$ cat src/rtl/pma_region_table_if.sv
// ---------------------------------------------------------------------------
// pma_region_table_if: config and lookup bus of the PMA region table. Rev 1.0
// ---------------------------------------------------------------------------
`default_nettype none

interface pma_region_table_if #(
  parameter int AddrWidth = 64,
  parameter int IdxW      = 2
);
  logic                 cfg_req_i;
  logic                 cfg_we_i;
  logic [IdxW-1:0]      cfg_idx_i;
  logic [1:0]           cfg_field_i;
  logic [AddrWidth-1:0] cfg_wdata_i;
  logic                 cfg_gnt_o;
  logic                 cfg_rvalid_o;
  logic [AddrWidth-1:0] cfg_rdata_o;
  logic                 cfg_err_o;

  logic                 lookup_valid_i;
  logic [AddrWidth-1:0] lookup_addr_i;
  logic                 lookup_valid_o;
  logic                 lookup_hit_o;
  logic [IdxW-1:0]      lookup_idx_o;
  logic                 lookup_exec_o;
  logic                 lookup_cached_o;
  logic                 lookup_nonidem_o;

  modport master (
    output cfg_req_i, cfg_we_i, cfg_idx_i, cfg_field_i, cfg_wdata_i,
           lookup_valid_i, lookup_addr_i,
    input  cfg_gnt_o, cfg_rvalid_o, cfg_rdata_o, cfg_err_o,
           lookup_valid_o, lookup_hit_o, lookup_idx_o,
           lookup_exec_o, lookup_cached_o, lookup_nonidem_o
  );

  modport slave (
    input  cfg_req_i, cfg_we_i, cfg_idx_i, cfg_field_i, cfg_wdata_i,
           lookup_valid_i, lookup_addr_i,
    output cfg_gnt_o, cfg_rvalid_o, cfg_rdata_o, cfg_err_o,
           lookup_valid_o, lookup_hit_o, lookup_idx_o,
           lookup_exec_o, lookup_cached_o, lookup_nonidem_o
  );
endinterface

`default_nettype wire

$ cat src/rtl/pma_region_table.sv
// ---------------------------------------------------------------------------
// pma_region_table: programmable base/length PMA rules, 1-cycle lookup. Rev 1.0
// ---------------------------------------------------------------------------
`default_nettype none

module pma_region_table #(
  parameter int NrRules   = 4,
  parameter int AddrWidth = 64,
  parameter int IdxW      = (NrRules > 1) ? $clog2(NrRules) : 1
) (
  input  logic              clk_i,
  input  logic              rst_ni,
  pma_region_table_if.slave bus
);

  localparam logic [1:0] FIELD_BASE = 2'd0;
  localparam logic [1:0] FIELD_LEN  = 2'd1;
  localparam logic [1:0] FIELD_ATTR = 2'd2;
  localparam logic [1:0] FIELD_RSVD = 2'd3;

  logic [AddrWidth-1:0] base_q [NrRules];
  logic [AddrWidth-1:0] len_q  [NrRules];
  logic [3:0]           attr_q [NrRules];

  logic                 idx_ok;
  logic [AddrWidth-1:0] sel_base;
  logic [AddrWidth-1:0] sel_len;
  logic [3:0]           sel_attr;
  logic                 acc_err;
  logic                 cfg_wr;
  logic [AddrWidth-1:0] rd_data;

  logic                 cfg_rvalid_d, cfg_rvalid_q;
  logic [AddrWidth-1:0] cfg_rdata_d, cfg_rdata_q;
  logic                 cfg_err_d, cfg_err_q;

  logic                 lk_hit;
  logic [IdxW-1:0]      lk_idx;
  logic [2:0]           lk_attr;

  logic                 lk_valid_d, lk_valid_q;
  logic                 lk_hit_d, lk_hit_q;
  logic [IdxW-1:0]      lk_idx_d, lk_idx_q;
  logic                 lk_exec_d, lk_exec_q;
  logic                 lk_cached_d, lk_cached_q;
  logic                 lk_nonidem_d, lk_nonidem_q;

  // Index decode doubles as the range check, so no out-of-bounds array access.
  always_comb begin
    idx_ok   = 1'b0;
    sel_base = '0;
    sel_len  = '0;
    sel_attr = '0;
    for (int i = 0; i < NrRules; i++) begin
      if (bus.cfg_idx_i == IdxW'(i)) begin
        idx_ok   = 1'b1;
        sel_base = base_q[i];
        sel_len  = len_q[i];
        sel_attr = attr_q[i];
      end
    end
  end

  always_comb begin
    acc_err = (bus.cfg_field_i == FIELD_RSVD) || !idx_ok ||
              (bus.cfg_we_i && sel_attr[3]);
    cfg_wr  = bus.cfg_req_i && bus.cfg_we_i && !acc_err;
    case (bus.cfg_field_i)
      FIELD_BASE: rd_data = sel_base;
      FIELD_LEN:  rd_data = sel_len;
      FIELD_ATTR: rd_data = AddrWidth'(sel_attr);
      default:    rd_data = '0;
    endcase
  end

  always_comb begin
    cfg_rvalid_d = bus.cfg_req_i;
    cfg_err_d    = bus.cfg_req_i && acc_err;
    cfg_rdata_d  = (bus.cfg_req_i && !bus.cfg_we_i && !acc_err) ? rd_data : '0;
  end

  always_ff @(posedge clk_i or negedge rst_ni) begin
    if (!rst_ni) begin
      for (int i = 0; i < NrRules; i++) begin
        base_q[i] <= '0;
        len_q[i]  <= '0;
        attr_q[i] <= '0;
      end
    end else if (cfg_wr) begin
      for (int i = 0; i < NrRules; i++) begin
        if (bus.cfg_idx_i == IdxW'(i)) begin
          case (bus.cfg_field_i)
            FIELD_BASE: base_q[i] <= bus.cfg_wdata_i;
            FIELD_LEN:  len_q[i]  <= bus.cfg_wdata_i;
            FIELD_ATTR: attr_q[i] <= bus.cfg_wdata_i[3:0];
            default:    ;
          endcase
        end
      end
    end
  end

  // Descending scan lets the lowest matching index overwrite the others.
  always_comb begin
    lk_hit  = 1'b0;
    lk_idx  = '0;
    lk_attr = '0;
    for (int i = NrRules - 1; i >= 0; i--) begin
      if ((len_q[i] != '0) && (bus.lookup_addr_i >= base_q[i]) &&
          ({1'b0, bus.lookup_addr_i} < ({1'b0, base_q[i]} + {1'b0, len_q[i]}))) begin
        lk_hit  = 1'b1;
        lk_idx  = IdxW'(i);
        lk_attr = attr_q[i][2:0];
      end
    end
  end

  always_comb begin
    lk_valid_d   = bus.lookup_valid_i;
    lk_hit_d     = bus.lookup_valid_i && lk_hit;
    lk_idx_d     = (bus.lookup_valid_i && lk_hit) ? lk_idx : '0;
    lk_exec_d    = bus.lookup_valid_i && lk_hit && lk_attr[0];
    lk_cached_d  = bus.lookup_valid_i && lk_hit && lk_attr[1];
    lk_nonidem_d = bus.lookup_valid_i && (lk_hit ? lk_attr[2] : 1'b1);
  end

  always_ff @(posedge clk_i or negedge rst_ni) begin
    if (!rst_ni) begin
      cfg_rvalid_q <= 1'b0;
      cfg_rdata_q  <= '0;
      cfg_err_q    <= 1'b0;
      lk_valid_q   <= 1'b0;
      lk_hit_q     <= 1'b0;
      lk_idx_q     <= '0;
      lk_exec_q    <= 1'b0;
      lk_cached_q  <= 1'b0;
      lk_nonidem_q <= 1'b0;
    end else begin
      cfg_rvalid_q <= cfg_rvalid_d;
      cfg_rdata_q  <= cfg_rdata_d;
      cfg_err_q    <= cfg_err_d;
      lk_valid_q   <= lk_valid_d;
      lk_hit_q     <= lk_hit_d;
      lk_idx_q     <= lk_idx_d;
      lk_exec_q    <= lk_exec_d;
      lk_cached_q  <= lk_cached_d;
      lk_nonidem_q <= lk_nonidem_d;
    end
  end

  assign bus.cfg_gnt_o        = bus.cfg_req_i;
  assign bus.cfg_rvalid_o     = cfg_rvalid_q;
  assign bus.cfg_rdata_o      = cfg_rdata_q;
  assign bus.cfg_err_o        = cfg_err_q;
  assign bus.lookup_valid_o   = lk_valid_q;
  assign bus.lookup_hit_o     = lk_hit_q;
  assign bus.lookup_idx_o     = lk_idx_q;
  assign bus.lookup_exec_o    = lk_exec_q;
  assign bus.lookup_cached_o  = lk_cached_q;
  assign bus.lookup_nonidem_o = lk_nonidem_q;

endmodule

`default_nettype wire

$ cat src/flat_wrapper.sv
// flat-port wrapper written by rule: the top's interface ports become plain ports
module pma_region_table_flat 
#(
  parameter int NrRules   = 4,
  parameter int AddrWidth = 64,
  parameter int IdxW      = (NrRules > 1) ? $clog2(NrRules) : 1
)
  (clk_i, rst_ni, bus_cfg_req_i, bus_cfg_we_i, bus_cfg_idx_i, bus_cfg_field_i, bus_cfg_wdata_i, bus_lookup_valid_i, bus_lookup_addr_i, bus_cfg_gnt_o, bus_cfg_rvalid_o, bus_cfg_rdata_o, bus_cfg_err_o, bus_lookup_valid_o, bus_lookup_hit_o, bus_lookup_idx_o, bus_lookup_exec_o, bus_lookup_cached_o, bus_lookup_nonidem_o);
  pma_region_table_if #(.AddrWidth(AddrWidth), .IdxW(IdxW)) bus_i ();
  input  logic clk_i;
  input  logic rst_ni;
  input wire logic [$bits(bus_i.cfg_req_i)-1:0] bus_cfg_req_i;
  input wire logic [$bits(bus_i.cfg_we_i)-1:0] bus_cfg_we_i;
  input wire logic [$bits(bus_i.cfg_idx_i)-1:0] bus_cfg_idx_i;
  input wire logic [$bits(bus_i.cfg_field_i)-1:0] bus_cfg_field_i;
  input wire logic [$bits(bus_i.cfg_wdata_i)-1:0] bus_cfg_wdata_i;
  input wire logic [$bits(bus_i.lookup_valid_i)-1:0] bus_lookup_valid_i;
  input wire logic [$bits(bus_i.lookup_addr_i)-1:0] bus_lookup_addr_i;
  output wire logic [$bits(bus_i.cfg_gnt_o)-1:0] bus_cfg_gnt_o;
  output wire logic [$bits(bus_i.cfg_rvalid_o)-1:0] bus_cfg_rvalid_o;
  output wire logic [$bits(bus_i.cfg_rdata_o)-1:0] bus_cfg_rdata_o;
  output wire logic [$bits(bus_i.cfg_err_o)-1:0] bus_cfg_err_o;
  output wire logic [$bits(bus_i.lookup_valid_o)-1:0] bus_lookup_valid_o;
  output wire logic [$bits(bus_i.lookup_hit_o)-1:0] bus_lookup_hit_o;
  output wire logic [$bits(bus_i.lookup_idx_o)-1:0] bus_lookup_idx_o;
  output wire logic [$bits(bus_i.lookup_exec_o)-1:0] bus_lookup_exec_o;
  output wire logic [$bits(bus_i.lookup_cached_o)-1:0] bus_lookup_cached_o;
  output wire logic [$bits(bus_i.lookup_nonidem_o)-1:0] bus_lookup_nonidem_o;
  assign bus_i.cfg_req_i = bus_cfg_req_i;
  assign bus_i.cfg_we_i = bus_cfg_we_i;
  assign bus_i.cfg_idx_i = bus_cfg_idx_i;
  assign bus_i.cfg_field_i = bus_cfg_field_i;
  assign bus_i.cfg_wdata_i = bus_cfg_wdata_i;
  assign bus_i.lookup_valid_i = bus_lookup_valid_i;
  assign bus_i.lookup_addr_i = bus_lookup_addr_i;
  assign bus_cfg_gnt_o = bus_i.cfg_gnt_o;
  assign bus_cfg_rvalid_o = bus_i.cfg_rvalid_o;
  assign bus_cfg_rdata_o = bus_i.cfg_rdata_o;
  assign bus_cfg_err_o = bus_i.cfg_err_o;
  assign bus_lookup_valid_o = bus_i.lookup_valid_o;
  assign bus_lookup_hit_o = bus_i.lookup_hit_o;
  assign bus_lookup_idx_o = bus_i.lookup_idx_o;
  assign bus_lookup_exec_o = bus_i.lookup_exec_o;
  assign bus_lookup_cached_o = bus_i.lookup_cached_o;
  assign bus_lookup_nonidem_o = bus_i.lookup_nonidem_o;
  pma_region_table #(.NrRules(NrRules), .AddrWidth(AddrWidth), .IdxW(IdxW)) u_core (.clk_i(clk_i), .rst_ni(rst_ni), .bus(bus_i));
endmodule
$ cat config.mk
export PLATFORM = sky130hd
export DESIGN_NAME = pma_region_table_flat
export DESIGN_NICKNAME = d
export VERILOG_FILES = /design/src/rtl/pma_region_table_if.sv /design/src/rtl/pma_region_table.sv /design/src/flat_wrapper.sv
export SDC_FILE = /design/constraint.sdc
export NUM_CORES = 2
export LEC_CHECK = 0
export ABC_AREA = 1
export BUFFER_PORTS_ARGS = -buffer_cell sky130_fd_sc_hd__buf_4
export CAP_MARGIN = 10
export CORE_MARGIN = 4
export CORE_UTILIZATION = 45
export CTS_CLUSTER_SIZE = 30
export DETAILED_ROUTE_END_ITERATION = 8
export PLACE_DENSITY = 0.59
export SYNTH_ARGS = -nofsm -noshare
export SYNTH_HDL_FRONTEND = slang
export SYNTH_SLANG_ARGS = --single-unit
$ cat constraint.sdc
create_clock -name clk_i -period 7.2 [get_ports clk_i]
set_clock_uncertainty 0.2 [all_clocks]
set_input_delay 0 -clock clk_i [delete_from_list [all_inputs] [get_ports clk_i]]
set_output_delay 0 -clock clk_i [all_outputs]
set_load 0.005 [all_outputs]
==> run metrics <==
Cell variety after synth slightly above 70; top cells by count, synth nand2_1, inv_1, ha_1; # hold bufs at CTS about 150; initial antenna violation count 18; Flop pwr share a little over a quarter; WL met1 113000 um; Crit Path Max Fanout 5; achievable frequency ~170 MHz; Worst slew margin ~14%; area post-placement approximately 57000 um^2; finished layout cell area just over 60000 um^2; grt total ovfl 0; P per Cell Area approximately 290 nW/um^2; Yosys warnings 0; total net switching power slightly above 8 mW; Synth Register Bits roughly 600; Via density between 6 and 7; Power Internal between 9 and 10 mW; switching part of the total between 40% and 50%; actual slew at the worst max-slew pin around 1.3 ns; Post-synth top flop dfrtp_1; Setup Viol. Count Final 0; worst r2r path cells 28; Via Count 56300; Post-Syn Instances 7388; reg2reg start u_core.len_q[130]; RSZ-0062 raised after global routing false; Initial Utilization 45.4%; H-Tree Depth 3; Post-synth EDFFs 0; Slowest-stage cell, CP nor2_2; Port Buffers 210; Comb pwr share approximately half; postcts setup bufs 0; Die Span Y 353 um; DR WL/cell ~28 um; first-pass GRT wire length between 300000 and 400000 um; Synth top area share approximately 28%; max-cap viol count 0; FF-to-FF End u_core.bus.lookup_nonidem_o; share of post-route cells with drive strength above 1 7.47%; metal2 WL between 100000 and 150000 um; core area roughly 120000 um^2; router iterations before antenna repair 6; part of the cycle the worst path needs just over 80%; leading area contributor after synthesis dfrtp_1; clock latency at the later pin of the worst-skew pair between 0.7 and 0.8 ns; synth-to-layout area growth 13.9%; Die Wd ~350 um; CTS tree built; initial DRC count 7368; Seq/Total Area, Yosys between 20% and 30%; die area approximately 120000 um^2; crit path from u_core.len_q[130]; worst min-delay path category primary input to flip-flop; crit-path max cell delay 0.43 ns; TNS Setup 0 ns; met3 wire length 34900 um; Worst setup SP type flip-flop; top layer reached by signal wires met5; dpl hpwl 210000 um; Slew Viols, Final 0; crit end category flip-flop; Pleak 29.6 nW; cts bufs inserted 74; critical path class flip-flop to flip-flop; Num Clock Sinks roughly 600; FF-to-FF setup slack 1.35 ns; vias in the first global route roughly 53000; post-route ant nets 0; # nets final roughly 8600; crit path time final between 5 and 6 ns; crit path DAT around 6.2 ns; WP data required between 7 and 8 ns; post_cts resized 0; Worst Setup EP u_core.bus.lookup_nonidem_o; gr usage total about two fifths; run status completed; CTS root buffer clkbuf_16; count leader, synth nand2_1; VDD IR-drop max 0.217 mV; fraction of registers with async set/reset 100%; syn_nets about 8300; final hold violation count 0; DRT Wirelength 259000 um; mean post-synth cell area about 7.3 um^2; largest net degree at the start of global routing between 150 and 200; Clock Path Buffers 3; # IOs about 210; Synth Cell Area approximately 54000 um^2; Area contributors post-synth dfrtp_1, ha_1, nand2_1, inv_1, a21oi_1; Core Rows 126; final routed DRC violation total 0; RD Place Congestion ~1.1; Clock Pin Slew Worst Setup and Hold Paths 0.06 ns; clock share of power a little under a quarter
-- sequential cells by signal, summed over array words and instances (netlist names), 2 cells and up --
name and count:
u_core.attr_q 16, u_core.base_q 256, u_core.bus.cfg_rdata_o 64, u_core.bus.lookup_idx_o 2
u_core.len_q 256
-- per-layer routing --
| metal | up-vias | GRT usage [%] |
|---|---|---|
| met1 | 27100 | 58.1 |
| met4 | 12 | 10.9 |
| met2 | 3051 | 56.5 |
| li1 | 25700 | - |
| met3 | 417 | 14.6 |
| met5 | - | 0 |
-- worst min path at each step --
stage / slack, ns / endpoint / cells after the start / start
finish: 0.05 / u_core.base_q[212] / 4 / bus_cfg_wdata_i[20]
CTS: 0.002 / u_core.len_q[42] / 4 / bus_cfg_wdata_i[42]
detailed placement: -0.16 / u_core.base_q[134] / 1 / rst_ni
global route: 0.06 / u_core.base_q[223] / 4 / bus_cfg_wdata_i[31]
floorplan: -0.50 / u_core.attr_q[0] / 0 / rst_ni
global placement: -0.16 / u_core.base_q[134] / 1 / rst_ni
-- worst max-delay path, delay by kind of cell, from the launching register on --
kind                       cells  cell delay (ns)
and+or+nand+nor               14             2.23
adders and majority gates      2             0.62
xor gates and xnor gates       1             0.17
AOI/OAI and AO/OA              9             1.89
DFF                            1             0.42
buffers and inverters          2             0.18
-- power by group through the flow --
stage	combinational [mW]	clock (mW)	sequential, mW
4_1_cts	8.56	4.30	4.68
3_5_place_dp	8.44	0	4.73
3_3_place_gp	8.39	0	4.72
6_report	8.76	4.27	4.73
2_1_floorplan	5.81	0	4.38
5_1_grt	9.71	4.43	4.76
-- cell families after synthesis --
logic type | share of synthesized area, %
xor+xnor | 3.96
flops | 28.0
simple gates | 19.9
fa+ha+maj | 18.0
buf+inv | 8.51
compound gates | 21.6
-- stage by stage --
stage	utilization (%)	worst slack (ns)	cells	hold slack, ns	power, mW
finish	51.7	1.35	9274	0.0541	17.8
global route	51.7	1.10	9265	0.0575	18.9
CTS	51.7	1.46	9263	0.00225	17.5
global placement	48.1	1.50	8986	-0.159	13.1
floorplan	-	2.91	7388	-0.496	10.2
detailed placement	48.1	1.52	8986	-0.155	13.2
-- cell type report --
class	instances	area (um^2)
Fill cell	11800	57100
Multi-Input combinational cell	5589	34200
Sequential cell	601	15000
Inverter	1007	3780
Timing Repair Buffer	400	3470
Clock buffer	94	2040
Tap cell	1536	1920
Clock inverter	38	686
Antenna cell	9	22.5
-- placed cells by master (no fill, tap or decap), types with 94 or more instances in the layout --
master            n
ha_1            764
inv_1           982
buf_4           248
nand4_1          94
o21ai_0         671
nor2_1          525
dfrtp_1         601
xor2_1          112
o22ai_1          96
xnor2_1         131
a31oi_1          98
o21ai_1          96
nand3_1         144
a21oi_1         696
nand2_1        1532
dlygate4sd3_1   144
Power figures use the tool's default switching activity.
